### config.mk
export PLATFORM = sky130hd
export DESIGN_NAME = pipe_stage
export DESIGN_NICKNAME = d
export VERILOG_FILES = /design/src/rtl/pipe_pkg.sv /design/src/rtl/pipe_fwd_mux.sv /design/src/rtl/pipe_stage.sv
export SDC_FILE = /design/constraint.sdc
export NUM_CORES = 1
export LEC_CHECK = 0
export CAP_MARGIN = 20
export CORE_ASPECT_RATIO = 1.25
export CORE_MARGIN = 3
export CORE_UTILIZATION = 54
export CTS_BUF_LIST = sky130_fd_sc_hd__clkbuf_16
export DETAILED_ROUTE_END_ITERATION = 8
export PLACE_DENSITY_LB_ADDON = 0.3
export SYNTH_ARGS = -nofsm -noshare
export SYNTH_HDL_FRONTEND = slang
export SYNTH_SLANG_ARGS = --single-unit
### constraint.sdc
create_clock -name clk -period 17.7 [get_ports clk]
set_input_delay 2.655 -clock clk [delete_from_list [all_inputs] [get_ports clk]]
set_output_delay 2.655 -clock clk [all_outputs]
set_load 0.05 [all_outputs]
### src/rtl/pipe_pkg.sv
// pipe_pkg: shared types and constants for the pipe_stage skid-buffer slice.
// Holds the occupancy state enum, default width constants and the zero
// bubble constant used to blank control fields when no entry is valid.
package pipe_pkg;

    // Occupancy of the two-entry buffer: nothing held, main only, main + skid.
    typedef enum logic [1:0] {
        EMPTY = 2'd0,
        ONE   = 2'd1,
        TWO   = 2'd2
    } state_t;

    // Default widths for the pipeline payload.
    localparam int DEF_DATA_W  = 32;
    localparam int DEF_CTRL_W  = 16;
    localparam int DEF_NUM_OPS = 2;
    localparam int DEF_REG_W   = 5;

    // Widest field a bubble may need to blank; modules slice what they need.
    localparam int BUBBLE_W = 256;

    // All-zero bubble pattern; a blank control bundle is a harmless NOP downstream.
    localparam logic [BUBBLE_W-1:0] BUBBLE = '0;

endpackage

### src/rtl/pipe_fwd_mux.sv
// pipe_fwd_mux: forward select for a single source operand.
// Chooses the forwarded writeback value over the register-file operand
// when the operand's forward select is set. Purely combinational; the
// caller registers the result only on accept.
module pipe_fwd_mux
    import pipe_pkg::*;
#(
    parameter int DATA_W = DEF_DATA_W
) (
    input  logic              sel,
    input  logic [DATA_W-1:0] op,
    input  logic [DATA_W-1:0] fwd_data,
    output logic [DATA_W-1:0] cap
);

    // Forwarded value wins whenever the select bit is set.
    always_comb begin
        cap = sel ? fwd_data : op;
    end

endmodule

### src/rtl/pipe_stage.sv
// pipe_stage: two-entry skid buffer pipeline register (main + skid).
// The main entry drives out_* directly; the skid entry absorbs one extra
// instruction so in_ready can be fully registered with no combinational
// path from out_ready. Define PIPE_STAGE_FWD_EN to add per-operand
// forwarding muxes (fwd_sel/fwd_data ports) sampled at accept time.
module pipe_stage
    import pipe_pkg::*;
#(
    parameter int DATA_W  = DEF_DATA_W,
    parameter int CTRL_W  = DEF_CTRL_W,
    parameter int NUM_OPS = DEF_NUM_OPS,
    parameter int REG_W   = DEF_REG_W
) (
    input  logic                       clk,
    input  logic                       rst,
    input  logic                       in_valid,
    output logic                       in_ready,
    input  logic [CTRL_W-1:0]          in_ctrl,
    input  logic [NUM_OPS*DATA_W-1:0]  in_ops,
    input  logic [NUM_OPS*REG_W-1:0]   in_regs,
    input  logic [REG_W-1:0]           in_write_reg,
    input  logic [DATA_W-1:0]          in_pc,
    input  logic [DATA_W-1:0]          in_next_pc,
    input  logic                       flush,
`ifdef PIPE_STAGE_FWD_EN
    input  logic [NUM_OPS-1:0]         fwd_sel,
    input  logic [DATA_W-1:0]          fwd_data,
`endif
    output logic                       out_valid,
    input  logic                       out_ready,
    output logic [CTRL_W-1:0]          out_ctrl,
    output logic [NUM_OPS*DATA_W-1:0]  out_ops,
    output logic [NUM_OPS*REG_W-1:0]   out_regs,
    output logic [REG_W-1:0]           out_write_reg,
    output logic [DATA_W-1:0]          out_pc,
    output logic [DATA_W-1:0]          out_next_pc
);

    localparam logic [CTRL_W-1:0]        CTRL_BUBBLE = BUBBLE[CTRL_W-1:0];
    localparam logic [NUM_OPS*REG_W-1:0] REGS_BUBBLE = BUBBLE[NUM_OPS*REG_W-1:0];
    localparam logic [REG_W-1:0]         WR_BUBBLE   = BUBBLE[REG_W-1:0];

    state_t                      state;

    logic [CTRL_W-1:0]           skid_ctrl;
    logic [NUM_OPS*DATA_W-1:0]   skid_ops;
    logic [NUM_OPS*REG_W-1:0]    skid_regs;
    logic [REG_W-1:0]            skid_write_reg;
    logic [DATA_W-1:0]           skid_pc;
    logic [DATA_W-1:0]           skid_next_pc;

    logic [NUM_OPS*DATA_W-1:0]   cap_ops;
    logic                        accept;
    logic                        release_out;

    // Handshake qualifiers; in_ready and out_valid are both registered.
    always_comb begin
        accept      = in_valid & in_ready;
        release_out = out_valid & out_ready;
    end

`ifdef PIPE_STAGE_FWD_EN
    // One forward mux per source operand; only the accept-time value is kept.
    for (genvar i = 0; i < NUM_OPS; i++) begin : g_fwd
        pipe_fwd_mux #(
            .DATA_W(DATA_W)
        ) u_fwd_mux (
            .sel      (fwd_sel[i]),
            .op       (in_ops[i*DATA_W +: DATA_W]),
            .fwd_data (fwd_data),
            .cap      (cap_ops[i*DATA_W +: DATA_W])
        );
    end
`else
    // Without forwarding the operands are captured exactly as presented.
    always_comb begin
        cap_ops = in_ops;
    end
`endif

    // Occupancy FSM plus main/skid payload; flush outranks every other event.
    always_ff @(posedge clk or posedge rst) begin
        if (rst) begin
            state          <= EMPTY;
            out_valid      <= 1'b0;
            in_ready       <= 1'b1;
            out_ctrl       <= CTRL_BUBBLE;
            out_ops        <= '0;
            out_regs       <= REGS_BUBBLE;
            out_write_reg  <= WR_BUBBLE;
            out_pc         <= '0;
            out_next_pc    <= '0;
            skid_ctrl      <= CTRL_BUBBLE;
            skid_ops       <= '0;
            skid_regs      <= REGS_BUBBLE;
            skid_write_reg <= WR_BUBBLE;
            skid_pc        <= '0;
            skid_next_pc   <= '0;
        end else if (flush) begin
            state          <= EMPTY;
            out_valid      <= 1'b0;
            in_ready       <= 1'b1;
            out_ctrl       <= CTRL_BUBBLE;
            out_regs       <= REGS_BUBBLE;
            out_write_reg  <= WR_BUBBLE;
            skid_ctrl      <= CTRL_BUBBLE;
            skid_regs      <= REGS_BUBBLE;
            skid_write_reg <= WR_BUBBLE;
        end else begin
            case (state)
                EMPTY: begin
                    if (accept) begin
                        state         <= ONE;
                        out_valid     <= 1'b1;
                        in_ready      <= 1'b1;
                        out_ctrl      <= in_ctrl;
                        out_ops       <= cap_ops;
                        out_regs      <= in_regs;
                        out_write_reg <= in_write_reg;
                        out_pc        <= in_pc;
                        out_next_pc   <= in_next_pc;
                    end
                end
                ONE: begin
                    if (accept && release_out) begin
                        state         <= ONE;
                        out_valid     <= 1'b1;
                        in_ready      <= 1'b1;
                        out_ctrl      <= in_ctrl;
                        out_ops       <= cap_ops;
                        out_regs      <= in_regs;
                        out_write_reg <= in_write_reg;
                        out_pc        <= in_pc;
                        out_next_pc   <= in_next_pc;
                    end else if (accept) begin
                        state          <= TWO;
                        in_ready       <= 1'b0;
                        skid_ctrl      <= in_ctrl;
                        skid_ops       <= cap_ops;
                        skid_regs      <= in_regs;
                        skid_write_reg <= in_write_reg;
                        skid_pc        <= in_pc;
                        skid_next_pc   <= in_next_pc;
                    end else if (release_out) begin
                        state         <= EMPTY;
                        out_valid     <= 1'b0;
                        in_ready      <= 1'b1;
                        out_ctrl      <= CTRL_BUBBLE;
                        out_regs      <= REGS_BUBBLE;
                        out_write_reg <= WR_BUBBLE;
                    end
                end
                TWO: begin
                    if (release_out) begin
                        state          <= ONE;
                        out_valid      <= 1'b1;
                        in_ready       <= 1'b1;
                        out_ctrl       <= skid_ctrl;
                        out_ops        <= skid_ops;
                        out_regs       <= skid_regs;
                        out_write_reg  <= skid_write_reg;
                        out_pc         <= skid_pc;
                        out_next_pc    <= skid_next_pc;
                        skid_ctrl      <= CTRL_BUBBLE;
                        skid_regs      <= REGS_BUBBLE;
                        skid_write_reg <= WR_BUBBLE;
                    end
                end
                default: begin
                    state         <= EMPTY;
                    out_valid     <= 1'b0;
                    in_ready      <= 1'b1;
                    out_ctrl      <= CTRL_BUBBLE;
                    out_regs      <= REGS_BUBBLE;
                    out_write_reg <= WR_BUBBLE;
                end
            endcase
        end
    end

endmodule

# Word-level counts from Yosys, hierarchy flattened
# Index checks and enable logic that the tools add are counted.
dict set report word_totals {
  output_inout_bits 161
  register_bits 322
  wordCells 101
  in_bits 164
}
dict set report op_classes {
  reduce_logical 9
  bitwise 4
  eq_ne 12
  mux 61
}
# cell n
set op_table {}
lappend op_table {{$mux W32} 6}
lappend op_table {{$mux W64} 3}
lappend op_table {{$pmux W32 S3} 2}
lappend op_table {{$pmux W64 S3} 1}
lappend op_table {{$mux W16} 8}
lappend op_table {{$mux W10} 8}
lappend op_table {{$pmux W16 S3} 1}
lappend op_table {{$mux W5} 8}
lappend op_table {{$pmux W16 S2} 1}
lappend op_table {{$pmux W10 S3} 1}
lappend op_table {{$pmux W10 S2} 1}
lappend op_table {{$pmux W5 S3} 1}
lappend op_table {{$mux W2} 6}
lappend op_table {{$ne A3 B3 Y1 const B} 4}
lappend op_table {{$reduce_and A4 Y1} 3}
lappend op_table {{$mux W1} 10}
lappend op_table {{$pmux W5 S2} 1}
lappend op_table {{$ne A4 B4 Y1 const B} 2}
lappend op_table {{$ne A2 B2 Y1 const B} 3}
lappend op_table {{$pmux W1 S3} 2}
lappend op_table {{$pmux W2 S3} 1}
lappend op_table {{$reduce_bool A3 Y1} 2}
lappend op_table {{$ne A5 B5 Y1 const B} 1}
lappend op_table {{$reduce_and A5 Y1} 1}
lappend op_table {{other kinds (7)} 9}

# Longest topological paths before layout
dict set report depth {
  depth_word 6
  ltp_mapped 9
  depth_no_buf 6
}

# Worst setup path before layout
# Ideal clock, no wire load.
dict set report synth_timing {
  path_type {input port to flip-flop}
  from {input port out_ready}
  to {register skid_next_pc[0]}
  t_arrival_ns 3.662
  setup_time_ns 0.127
  path_buffers 2
  required_ns 17.573
  slack_ns 13.910
  path_stages 5
  cell_sequence {and2_1 nor3_2 buf_4 buf_6 mux2_1}
}
dict set report synth_via {
  elab_chain_cells 4
}
# element line
set synth_lines {}
lappend synth_lines {{start, declared} pipe_stage.sv:30} ;# input logic out_ready,
lappend synth_lines {{$and A1 B1 Y1} pipe_stage.sv:59} ;# release_out = out_valid & out_ready;
lappend synth_lines {{$logic_and A1 B1 Y1} pipe_stage.sv:125} ;# if (accept && release_out) begin
lappend synth_lines {{$not A1 Y1 (no line)} -}
lappend synth_lines {{$reduce_and A4 Y1 (no line)} -}
lappend synth_lines {{end signal, assigned} pipe_stage.sv:143} ;# skid_next_pc <= in_next_pc;
lappend synth_lines {{end, declared} pipe_stage.sv:50} ;# logic [DATA_W-1:0] skid_next_pc;
# Every way passes these cells.
# A chain may end at the register's enable or synchronous reset.

# Worst setup path after layout
dict set report layout_timing {
  from {input port flush}
  to {register out_ops[0]}
}
dict set report layout_via {
  elab_chain_cells 2
}
# element line
set layout_lines {}
lappend layout_lines {{start, declared} pipe_stage.sv:24} ;# input logic flush,
lappend layout_lines {{$not A1 Y1 (no line)} -}
lappend layout_lines {{$reduce_and A5 Y1 (no line)} -}
lappend layout_lines {{end signal, assigned} pipe_stage.sv:117} ;# out_ops <= cap_ops;
lappend layout_lines {{end signal, assigned} pipe_stage.sv:130} ;# out_ops <= cap_ops;
lappend layout_lines {{end signal, assigned} pipe_stage.sv:159} ;# out_ops <= skid_ops;
lappend layout_lines {{end, declared} pipe_stage.sv:32} ;# output logic [NUM_OPS*DATA_W-1:0] out_ops,
# Every way passes these cells.

==> key figures <==
Timing
  • Slew headroom: 0.275
  • Final period util: 0.324
  • FMAX: 175 MHz
  • Max Slew Vio Count: 0
  • Final Hold Viols: 0
  • RSZ-0062 raised after global routing: no
  • PnR worst setup slack: approximately 12 ns
  • Tmin final: 5.73 ns
  • Final setup TNS: 0 ns
  • Worst Skew: approximately 0.013 ns
  • Slew @ Worst Pin: roughly 1.1 ns
  • # setup viols final: 0

Clocking
  • CTS H-tree lvls: 1
  • Cts hold-fix bufs: 0
  • CTS tree: done
  • CTS Buf Count: 31
  • Clk sinks: 322
  • Clk pin slew, worst setup/hold paths: 0.06 ns
  • Worst-Skew Late Latency: 0.56 ns
  • CTS root buffer: clkbuf_16
  • Cts repair resizes: 0
  • Clock Path Buffers: 3
  • Post-CTS setup buffers: 0

Floorplan
  • I/O pin total: 325
  • Die width: between 100 and 150 µm
  • Die Height: ~180 µm
  • Starting Density: 0.552
  • Core Region: 24,700 µm²
  • Die area: 27,200 µm²
  • Cell Rows: 64

Drt
  • Wire per inst: 20.4 µm
  • Starting DRT DRC Count: between 600 and 700
  • Vias per std cell: approximately 5.8
  • DRC: 0
  • Total length of routed wires: approximately 35 mm
  • DR vias: 9,968
  • Final ANT Viol Nets: 0
  • DRT Pass-1 Iters: 5

Global routing
  • Initial antenna violation count: 9
  • Largest net degree at the start of global routing: between 150 and 200
  • First-pass GRT wire length: 55.7 mm
  • Vias in the first global route: 10,463
  • Grt ovf: 0
  • GRT Util Overall: 0.251

Worst setup path
  • Critical path destination: out_ops[0]
  • Startpoint Class: input pin
  • Critical Path Source: flush
  • Req. time, crit path: 18.09 ns
  • R2R depth: 7
  • Critical Path End Type: flop
  • Reg-to-reg startpoint: state[0]
  • CP Class: in2reg
  • FF-to-FF setup slack: 14.08 ns
  • R2R Path End: out_ops[0]
  • Crit-path max FO: 68
  • Critical Path AT: 6.11 ns

Cells and area
  • Nets: 1,540
  • Final instance area: 17,900 µm²
  • Biggest regs: out_ops x64, skid_ops x64
  • Final cell count without fillers: 1,732
  • Layout cells sized above 1: 0.0531
  • Fill cells: 1,711
  • Final Util: 0.725
  • Area growth, synth to finish: 31.4%

Outcome
  • Status: finished, final reports clean

Placed design
  • Detailed placement HPWL: 22.3 mm
  • Pre-CTS WS: between 10 and 15 ns
  • Port buffer count: 324
  • Post-DP Area: 16,900 µm²
  • Gpl congestion: ~0.80
  • Placed Cells incl. Taps: 1,669

Pwr
  • Pwr dens: between 150 and 200 nW/µm²
  • Peak supply drop: 0.135 mV
  • Leak Pwr: 7.38 nW

Logic synthesis
  • Sequential-to-total area share from yosys stat: 0.592
  • Synth warnings: 0
  • Dominant cell type by area after synthesis: dfrtp_1
  • Synthesis-stage register bit count: 322
  • Cells after Synth: 1,088
  • Most common flop cell mapped by yosys: dfrtp_1
  • EDFF count, synth: 0
  • Most common cell in the synthesized netlist: dfrtp_1
  • Post-synth top area share: 0.590
  • Cell Area, Synth: 13,600 µm²
  • Commonest cells post-synth: 321 x dfrtp_1, 258 x a21oi_1, 128 x mux2i_1, 120 x mux2_1, 65 x nand2_1
  • Mapped Avg Cell Area: about 13 µm²
  • Share of flip-flops with an asynchronous set or reset: 1.00
  • Synth area leaders: dfrtp_1 59%, mux2_1 9.9%, a21oi_1 9.5%, mux2i_1 9.4%, buf_2 2.3%
  • Post-synthesis net count: between 1,000 and 1,500
  • Synth cell types: 32

Run
  • Max cap viols: 0

Hold path
  • Hold Path Class: reg2reg
  • Hold_sp: skid_regs[4]
-- area by class of cell --
class | instances | area [µm²] | area share
flip-flops and latches | 322 | 8060 | 0.450
multi-input cells | 675 | 5090 | 0.285
repair buffers | 338 | 3360 | 0.188
clock buffers | 31 | 776 | 0.0434
well taps | 330 | 413 | 0.0231
clock inverters | 24 | 151 | 0.00846
inverters | 4 | 22.5 | 0.00126
diodes | 8 | 20.0 | 0.00112
-- routing by layer --
metal,share of wire,track usage,vias up
met5,0.00056,0,-
met1,0.39,0.322,5009
met3,0.074,0.0634,83
met4,0.044,0.119,2
li1,-,-,4502
met2,0.49,0.405,372
-- worst min path at each step --
stage / to / slack, ns / cells past startpoint
CTS: out_regs[8] / 0.47 / 2
global route: out_regs[8] / 0.49 / 2
floorplan: out_ctrl[0] / 0.44 / 2
detailed placement: out_ctrl[1] / 0.45 / 2
finish: out_regs[4] / 0.47 / 2
global placement: out_regs[6] / 0.44 / 2
-- report_power, final --
part	internal [W]	switching, W	total (W)
sequential	0.00106	0.000175	0.00124
combinational	0.000556	0.00106	0.00162
clock	0.000343	0.000271	0.000614
-- worst max-delay path: stages --
cell,delay (ns)
clkdlybuf4s50_1,0.61
or2_4,0.37
nor2_4,0.71
and2_4,0.81
buf_4,0.77
a21oi_1,0.18
-- metrics by stage --
step           hold WS [ns]  total power, W
2_1_floorplan         0.439         0.00231
3_3_place_gp          0.444         0.00281
3_5_place_dp          0.454         0.00286
4_1_cts               0.467         0.00349
5_1_grt               0.491         0.00364
6_report              0.471         0.00347
-- cell families (layout without fill, tap and decap cells) --
kind of cell,Yosys count,in the layout,share of synthesized area
AO/OA/AOI/OAI,330,330,0.138
buffers and inverters,91,397,0.0380
flip-flops,322,322,0.592
AND/OR/NAND/NOR,83,83,0.0271
other,0,8,0
multiplexers,258,258,0.202
adder cells (fa/ha/maj),4,4,0.00368
-- placed cells by master, fill, tap and decap left out, drive strengths merged, types with 4 or more instances in the layout --
master and instances:
clkdlybuf4s50 324, dfrtp 321, a21oi 258, mux2 130, mux2i 128, nand2 65
a22o 32, a22oi 31, clkbuf 31, inv 16, buf 14, clkinv 10
diode 8, nor2 6, ha 4, nor3 4
(Power assumes the default switching activity.)
